$ cat src/rtl/bin_to_bcd_stream_pkg.sv
// Shared types and constants for the streaming binary-to-BCD converter.
// Holds the digit type, the FSM state encoding and the counter width helper.
package bcd_pkg;

    typedef logic [3:0] bcd_digit_t;

    typedef enum logic [1:0] {
        IDLE  = 2'd0,
        SHIFT = 2'd1,
        DONE  = 2'd2
    } state_t;

    localparam bcd_digit_t BCD_NINE = 4'd9;

    // The counter must hold BIN_WIDTH itself, not just BIN_WIDTH-1.
    function automatic int cnt_width(input int bin_width);
        return $clog2(bin_width + 1);
    endfunction

endpackage

$ cat src/rtl/bin_to_bcd_stream_if.sv
// Valid/ready input word channel and valid/ready BCD result channel.
// slave is the converter's view; master is the producer/consumer side.
interface bin_to_bcd_stream_if #(
    parameter int BIN_WIDTH  = 32,
    parameter int NUM_DIGITS = 10
);
    logic                    in_valid;
    logic                    in_ready;
    logic [BIN_WIDTH-1:0]    in_data;
    logic                    out_valid;
    logic                    out_ready;
    logic [4*NUM_DIGITS-1:0] out_digits;
    logic                    out_sign;
    logic                    out_overflow;
    logic [NUM_DIGITS-1:0]   out_blank;

    modport master (
        output in_valid, in_data, out_ready,
        input  in_ready, out_valid, out_digits, out_sign, out_overflow, out_blank
    );

    modport slave (
        input  in_valid, in_data, out_ready,
        output in_ready, out_valid, out_digits, out_sign, out_overflow, out_blank
    );
endinterface

$ cat src/rtl/bin_to_bcd_stream_dabble_digit.sv
// Double-dabble adjust for one BCD digit: values of 5 or more get +3.
// Purely combinational, no latency, no handshake.
module dabble_digit
    import bcd_pkg::*;
(
    input  bcd_digit_t digit,
    output bcd_digit_t adjusted
);
    assign adjusted = (digit >= 4'd5) ? bcd_digit_t'(digit + 4'd3) : digit;
endmodule

$ cat src/rtl/bin_to_bcd_stream.sv
// Streaming binary-to-BCD converter, one bit per clock; result BIN_WIDTH cycles after accept.
// Single word in flight: in_ready low from accept until the result is taken by out_ready.
module bin_to_bcd_stream
    import bcd_pkg::*;
#(
    parameter int BIN_WIDTH  = 32,
    parameter int NUM_DIGITS = 10,
    parameter int SIGNED     = 0
) (
    input logic                clk,
    input logic                rst,
    bin_to_bcd_stream_if.slave bus
);
    localparam int CW = cnt_width(BIN_WIDTH);
    localparam int BW = 4 * NUM_DIGITS;

    state_t               state, next_state;
    logic [CW-1:0]        count;
    logic [BIN_WIDTH-1:0] shreg;
    logic [BW-1:0]        bcd;
    logic [BW-1:0]        adj;
    logic [BW-1:0]        digits;
    logic                 sign;
    logic                 overflow;
    logic                 neg;
    logic [BIN_WIDTH-1:0] mag;
    logic                 accept;

    assign accept = (state == IDLE) && bus.in_valid;
    assign neg    = (SIGNED != 0) && bus.in_data[BIN_WIDTH-1];
    // Two's-complement negate; the most negative value maps onto itself as unsigned.
    assign mag    = neg ? (~bus.in_data + 1'b1) : bus.in_data;

    for (genvar g = 0; g < NUM_DIGITS; g++) begin : g_digit
        dabble_digit u_adj (
            .digit    (bcd[4*g +: 4]),
            .adjusted (adj[4*g +: 4])
        );
    end

    always_ff @(posedge clk or negedge rst) begin
        if (!rst) begin
            state <= IDLE;
        end else begin
            state <= next_state;
        end
    end

    always_comb begin
        next_state   = state;
        bus.in_ready  = 1'b0;
        bus.out_valid = 1'b0;
        case (state)
            IDLE: begin
                bus.in_ready = 1'b1;
                if (bus.in_valid) next_state = SHIFT;
            end
            SHIFT: begin
                if (count == CW'(1)) next_state = DONE;
            end
            DONE: begin
                bus.out_valid = 1'b1;
                if (bus.out_ready) next_state = IDLE;
            end
            default: next_state = IDLE;
        endcase
    end

    always_ff @(posedge clk or negedge rst) begin
        if (!rst) begin
            count    <= '0;
            shreg    <= '0;
            bcd      <= '0;
            sign     <= 1'b0;
            overflow <= 1'b0;
        end else if (accept) begin
            count    <= CW'(BIN_WIDTH);
            shreg    <= mag;
            bcd      <= '0;
            sign     <= neg;
            overflow <= 1'b0;
        end else if (state == SHIFT) begin
            {bcd, shreg} <= {adj[BW-2:0], shreg, 1'b0};
            overflow     <= overflow | adj[BW-1];
            count        <= count - 1'b1;
        end
    end

    assign digits           = overflow ? {NUM_DIGITS{BCD_NINE}} : bcd;
    assign bus.out_digits   = digits;
    assign bus.out_sign     = sign;
    assign bus.out_overflow = overflow;

    // Blank runs downward from the top digit; the units digit is always shown.
    always_comb begin
        logic zero_run;
        zero_run      = 1'b1;
        bus.out_blank = '0;
        for (int i = NUM_DIGITS - 1; i >= 1; i--) begin
            zero_run         = zero_run & (digits[4*i +: 4] == 4'd0);
            bus.out_blank[i] = zero_run;
        end
    end
endmodule
$ cat src/flat_wrapper.sv
// flat-port wrapper written by rule: the top's interface ports become plain ports
module bin_to_bcd_stream_flat import bcd_pkg::*;
#(
    parameter int BIN_WIDTH  = 32,
    parameter int NUM_DIGITS = 10,
    parameter int SIGNED     = 0
)
  (clk, rst, bus_in_valid, bus_in_data, bus_out_ready, bus_in_ready, bus_out_valid, bus_out_digits, bus_out_sign, bus_out_overflow, bus_out_blank);
  bin_to_bcd_stream_if #(.BIN_WIDTH(BIN_WIDTH), .NUM_DIGITS(NUM_DIGITS)) bus_i ();
  input logic clk;
  input logic rst;
  input wire logic [$bits(bus_i.in_valid)-1:0] bus_in_valid;
  input wire logic [$bits(bus_i.in_data)-1:0] bus_in_data;
  input wire logic [$bits(bus_i.out_ready)-1:0] bus_out_ready;
  output wire logic [$bits(bus_i.in_ready)-1:0] bus_in_ready;
  output wire logic [$bits(bus_i.out_valid)-1:0] bus_out_valid;
  output wire logic [$bits(bus_i.out_digits)-1:0] bus_out_digits;
  output wire logic [$bits(bus_i.out_sign)-1:0] bus_out_sign;
  output wire logic [$bits(bus_i.out_overflow)-1:0] bus_out_overflow;
  output wire logic [$bits(bus_i.out_blank)-1:0] bus_out_blank;
  assign bus_i.in_valid = bus_in_valid;
  assign bus_i.in_data = bus_in_data;
  assign bus_i.out_ready = bus_out_ready;
  assign bus_in_ready = bus_i.in_ready;
  assign bus_out_valid = bus_i.out_valid;
  assign bus_out_digits = bus_i.out_digits;
  assign bus_out_sign = bus_i.out_sign;
  assign bus_out_overflow = bus_i.out_overflow;
  assign bus_out_blank = bus_i.out_blank;
  bin_to_bcd_stream #(.BIN_WIDTH(BIN_WIDTH), .NUM_DIGITS(NUM_DIGITS), .SIGNED(SIGNED)) u_core (.clk(clk), .rst(rst), .bus(bus_i));
endmodule
$ cat config.mk
export PLATFORM = sky130hd
export DESIGN_NAME = bin_to_bcd_stream_flat
export DESIGN_NICKNAME = d
export VERILOG_FILES = /design/src/rtl/bin_to_bcd_stream_pkg.sv /design/src/rtl/bin_to_bcd_stream_if.sv /design/src/rtl/bin_to_bcd_stream_dabble_digit.sv /design/src/rtl/bin_to_bcd_stream.sv /design/src/flat_wrapper.sv
export SDC_FILE = /design/constraint.sdc
export NUM_CORES = 1
export LEC_CHECK = 0
export ABC_AREA = 1
export CAP_MARGIN = 40
export CORE_MARGIN = 8
export CORE_UTILIZATION = 52
export DETAILED_ROUTE_END_ITERATION = 10
export GPL_TIMING_DRIVEN = 0
export PLACE_DENSITY_LB_ADDON = 0.15
export SLEW_MARGIN = 0
export SYNTH_ARGS = -nofsm -noshare
export SYNTH_HDL_FRONTEND = slang
export SYNTH_SLANG_ARGS = --single-unit
$ cat constraint.sdc
create_clock -name clk -period 2.1 [get_ports clk]
set_input_delay 0.63 -clock clk [delete_from_list [all_inputs] [get_ports clk]]
set_output_delay 0.63 -clock clk [all_outputs]
set_load 0.02 [all_outputs]
---- Word-level counts from Yosys, hierarchy flattened ----
Cells that the tools add are included.
operators by class
  bitwise operators ....................... 9
  add/sub/neg operators ................... 11
  reduce and logical (&&, ||, !) cells .... 13
  magnitude comparators ................... 10
  eq/ne operators ......................... 6
  muxes and demuxes ....................... 25
operators by type and width
  operator                                                                              count
  40-bit two-way mux                                                                    3
  32-bit two-way mux                                                                    2
  4-bit by 2-bit adder with 4-bit output (second input constant)                        10
  4-bit by 3-bit greater-or-equal comparator with 1-bit output (second input constant)  10
  4-bit two-way mux                                                                     10
  4-bit zero test                                                                       9
  6-bit two-way mux                                                                     2
  1-bit bitwise AND                                                                     8
  6-bit by 1-bit == test with 1-bit output (second input constant)                      1
  2-bit two-way mux                                                                     3
  2-bit case mux with 3 select lines                                                    1
  6-bit by 1-bit subtractor with 6-bit output (second input constant)                   1
  1-bit two-way mux                                                                     4
  2-bit != test (second input constant)                                                 2
  3-bit AND reduction                                                                   1
  2-bit by 1-bit == test with 1-bit output (second input constant)                      1
  2-bit == test (second input constant)                                                 1
  2-bit zero test                                                                       1
  2-bit by 1-bit != test with 1-bit output (second input constant)                      1
  2-bit nonzero test                                                                    1
  1-bit logical AND                                                                     1
  1-bit bitwise OR                                                                      1
storage, ports and cells
  word-level logic and storage cells ...... 79
  output and inout bits ................... 54
  input bits .............................. 36
  flip-flop bits (word level) ............. 81

---- Depth between registers and ports, before layout ----
  word-level depth ........................ 10
  gate-level depth with buffers ........... 9
  gate-level depth less buffers ........... 9

---- By module ----
A second synthesis with hierarchy kept.
second synthesis, totals
  cell total of the unflattened synthesis .. 661
  area total of the unflattened synthesis .. 5124.9 um^2
modules (own cells, without submodules)
  module             seq. area each (um^2)  instances  area each (um^2)  cells each
  bin_to_bcd_stream  2026.9                 1          3773.6            431
  dabble_digit       0.0                    10         135.1             23

---- Least setup slack after synthesis ----
OpenSTA, ideal clock, no wires.
  kind .................................... reg-to-output
  start ................................... reg u_core.overflow, in the netlist u_core.bus.out_overflow
  end ..................................... out bus_out_blank[1]
  setup slack ............................. -187 ps
  data arrival time ....................... 1657 ps
  stages on the path, launching flop included .. 9
  required time ........................... 1470 ps
  path buffers ............................ 1
  cells stage by stage .................... dfrtp_1 > buf_6 > nor2_2 > nand3_2 > nor2_4 > nand4_4 > nor2_4 > nand3_2 > nor2_2
between the ends
  word-level cells in the longest chain between the ends .. 10
  elaborated cells between the ends (all ways) .. 18
  classes of those cells .................. 1 x mux; 8 x bitwise; 9 x reduce/logical
RTL lines
  item                              RTL line                  source
  start: declaration                bin_to_bcd_stream.sv:24   logic overflow;
  start signal: assignment          bin_to_bcd_stream.sv:84   overflow <= overflow | adj[BW-1];
  40-bit two-way mux *              bin_to_bcd_stream.sv:89   assign digits = overflow ? {NUM_DIGITS{BCD_NINE}} : bcd;
  4-bit zero test                   bin_to_bcd_stream.sv:100  zero_run = zero_run & (digits[4*i +: 4] == 4'd0);
  1-bit bitwise AND *               bin_to_bcd_stream.sv:100
  net bus_out_blank[8]              flat_wrapper.sv:20        output wire logic [$bits(bus_i.out_blank)-1:0] bus_out_blank;
  1-bit bitwise AND * (4 in a row)  bin_to_bcd_stream.sv:100
  net bus_out_blank[4]              flat_wrapper.sv:20
  1-bit bitwise AND * (3 in a row)  bin_to_bcd_stream.sv:100
  end: declaration                  flat_wrapper.sv:20
Mark *: on every way through the listed nets, which the timed path passes. The rest lies on a longest branch.

---- Worst setup path after layout ----
  start ................................... reg u_core.overflow, in the netlist u_core.bus.out_overflow
  end ..................................... out bus_out_blank[1]
between the ends
  word-level cells in the longest chain between the ends .. 10
  elaborated cells between the ends (all ways) .. 18
  classes of those cells .................. 1 x mux; 8 x bitwise; 9 x reduce/logical
RTL lines
  item                            RTL line
  40-bit two-way mux *            bin_to_bcd_stream.sv:89
  4-bit zero test                 bin_to_bcd_stream.sv:100
  1-bit bitwise AND (7 in a row)  bin_to_bcd_stream.sv:100
  1-bit bitwise AND *             bin_to_bcd_stream.sv:100
Every way passes the cells marked *; elsewhere a longest branch is shown, timed or not.

==> impl_metrics.yaml <==
synth:
  ys_top_cells_by_area: "dfrtp_1 (45%), inv_1 (8.2%), nand2_1 (7.0%)"
  post-synth-top-area-cell: "dfrtp_1"
  synth-seq-cells: 81
  ys_seq_area_share_pct: 44.8
  synth-edff-count: 0
  synth_most_common_cell: "inv_1"
  async_reset_ff_share_pct: 100
  netlist_area_mm2: 0.00453
  synth_warnings: 0
  synthTopCellsByCount: "inv_1 (99), nand2_1 (84), dfrtp_1 (81)"
  synth.distinct_cells: 30
  postSynthAreaPerCell_um2: 8.13
  synth_top_cell_area_share_pct: 44.8
  syn_inst: 557
  synth-main-ff-cell: "dfrtp_1"
worst_setup_path:
  worst_path_dominant_cell_family: "simple AND/OR/NAND/NOR gates"
  crit_type: "flip-flop to output pin"
  critPathSlowestCell: "dfrtp_2"
  critical_path_buf_inv_count: 2
  setup.worst_path.start_class: "flip-flop"
  slowest_delay_ns: 0.43
  cp.required_ns: 1.47
  path_common_cell: "nor2_4"
  cp.arrival_ns: 1.89
  cp_max_fo: 7
  path_cells: "buf_12 > nor2_4 > nand3_2 > nor2_4 > nand4_4 > nor2_4 > nand3_4 > nor2_4 > buf_6"
  end_kind: "output pin"
finish:
  area_growth_pct: 28.0
  layoutNonFillerInstCount: 776
  fin_area_mm2: 0.00580
  final_layout_size_suffix_gt1_share_pct: 18.7
  final_nets: 723
  final_util_pct: 67.5
  diodes: 0
global_route:
  grt_pass1_wl_mm: 19.1
  grt_use_total_pct: 20.0
  grt_overflow: 0
  grt_pass1_vias: 4092
  antenna_found_initial: 0
  grt_max_degree: 54
route:
  dr.first_iter.drc_count: 204
  drc_errors: 0
  vias: 4111
  viasPerCell: 5.30
  wl_mm: 11.7
  routedWlPerCell_um: 15.1
  first_pass_iters: 5
  ant_nets: 0
power_and_ir_drop:
  p_leak_nw: 2.84
  switching_share_pct: 47.9
  power_switching_mw: 4.35
  power.total_mw: 9.08
  clock_power_share_pct: 10.5
  p_per_area_mw_per_mm2: 1570
  power.share.sequential_pct: 31.3
  share_comb_of_total_power_pct: 58.2
  ir_drop_mv: 0.593
  intPower_mw: 4.74
sta:
  rsz0062_at_grt: "yes"
  fin_hold_ws_ns: 0.213
  slew_viol_final: 0
  slew_headroom_pct: 57.8
  worst_slack_ns: -0.423
  hold_viol: 0
  finalCritPeriodShare_pct: 120
  tightestPinTransition_ns: 0.633
  setup_tns_ns: -3.95
  fin_crit_ns: 2.52
  setup_viol: 30
  fin_worst_skew_ns: 0.0129
  fmax_mhz: 396
floorplanning:
  io_pins: 90
  rows: 34
  dieArea_mm2: 0.0119
  core_region_area_mm2: 0.00859
  die_h_um: 109
  die_width_um: 109
  start_util_pct: 52.7
place:
  place_congestion: 0.851
  placed_cell_area_mm2: 0.00558
  dp.cells: 754
  dpl_worst_slack_ns: -0.653
  hpwl_mm: 8.54
  port_buffers: 87
status:
  violations: "negative setup slack"
  status: "finished, violations left"
clock_tree:
  cts_buffers: 9
  htreeDepth: 3
  clock-sinks: 81
  insertion_delay_ns: 0.34
  cts-root-buf: "clkbuf_8"
  clkTransAtPathRegs_ns: 0.08
  cts_buffer_depth: 2
  cts_tree: "built"
job:
  cap_violations: 0
hold_path:
  hp-class: "input pin to asynchronous set/reset pin"
## layout make-up
class / count / area (µm²)
Buffer: 24 / 150
Clock buffer: 10 / 128
Clock inverter: 4 / 22.5
Fill cell: 732 / 2800
Inverter: 108 / 408
Multi-Input combinational cell: 345 / 2050
Sequential cell: 81 / 2030
Tap cell: 108 / 135
Timing Repair Buffer: 96 / 880
## registers in the layout, summed over array words and instances, names as in the netlist
register / cells
u_core.bcd: 40
u_core.shreg: 32
u_core.count: 6
u_core.state: 2
u_core.bus.out_overflow: 1
## cells in the final DEF, fill, tap and decap left out, types with 5 or more instances in the layout
cell             instances
a21oi_1                 29
buf_2                   19
buf_4                   27
buf_6                    9
clkbuf_1                 6
clkbuf_8                10
clkdlybuf4s15_2         10
clkdlybuf4s50_1         34
dfrtp_1                 80
dlygate4sd2_1            5
ha_1                    22
inv_1                   96
inv_2                   11
nand2_1                 81
nand3_1                 11
nor2_1                  47
nor2_2                   8
nor2_4                   9
o21ai_0                 30
o21ai_1                 34
o221ai_1                29
o22ai_1                 13
xor2_1                  10
## metal layers
| layer | global-route usage [%] | part of all wire, % | vias to the layer above | wire, µm |
|---|---|---|---|---|
| met1 | 25.2 | 43 | 1942 | 5040 |
| met2 | 33.7 | 50 | 126 | 5820 |
| li1 | - | - | 2030 | - |
| met3 | 3.93 | 6.2 | 13 | 731 |
| met5 | 0 | 0 | - | 0 |
| met4 | 7.14 | 1.1 | 0 | 133 |
## what timing repair did
action	in CTS	in global routing
buffers inserted	5	3
pin swaps	4	4
hold buffers	0	0
setup endpoints to repair	51	46
resized for setup	210	22
hold endpoints to repair	0	0
## path summary, 6_finish.rpt
kind	startpoint	end	slack, ns	depth (start not counted)
worst max-delay path	u_core.bus.out_overflow	bus_out_blank[1]	-0.42	9
worst min-delay path	rst	u_core.bcd[35]	0.21	1
worst max register to register	u_core.state[0]	u_core.shreg[0]	0.51	5
worst min register to register	u_core.count[4]	u_core.count[4]	0.48	1
max in group asynchronous	rst	u_core.shreg[15]	1.28	2
min in group clk	u_core.count[4]	u_core.count[4]	0.48	1
## power groups by stage
stage | registers, mW | logic [mW] | clock network [mW]
2_1_floorplan | 2.74 | 3.65 | 0
6_report | 2.84 | 5.29 | 0.954
3_3_place_gp | 2.82 | 5.07 | 0
5_1_grt | 2.95 | 5.92 | 1.03
3_5_place_dp | 2.84 | 5.26 | 0
4_1_cts | 2.82 | 5.24 | 0.970
## kinds of logic (layout without fill, tap and decap cells)
logic type	after synthesis	count (layout)	synth area share, %
adder cells (fa/ha/maj)	22	22	6.08
other	1	2	0.0828
buffers and inverters	132	242	11.7
XOR/XNOR	10	10	1.93
AND/OR/NAND/NOR	169	169	16.5
flip-flops	81	81	44.8
AO/OA/AOI/OAI	142	142	19.0
## worst register-to-register path: stages (launching register included)
cell and delay [ns]:
dfrtp_1 0.40, nor2_1 0.14, nand2_1 0.20, nand2_2 0.27, buf_2 0.32, o21ai_0 0.14
No activity file was read; power rests on OpenSTA's default activity.
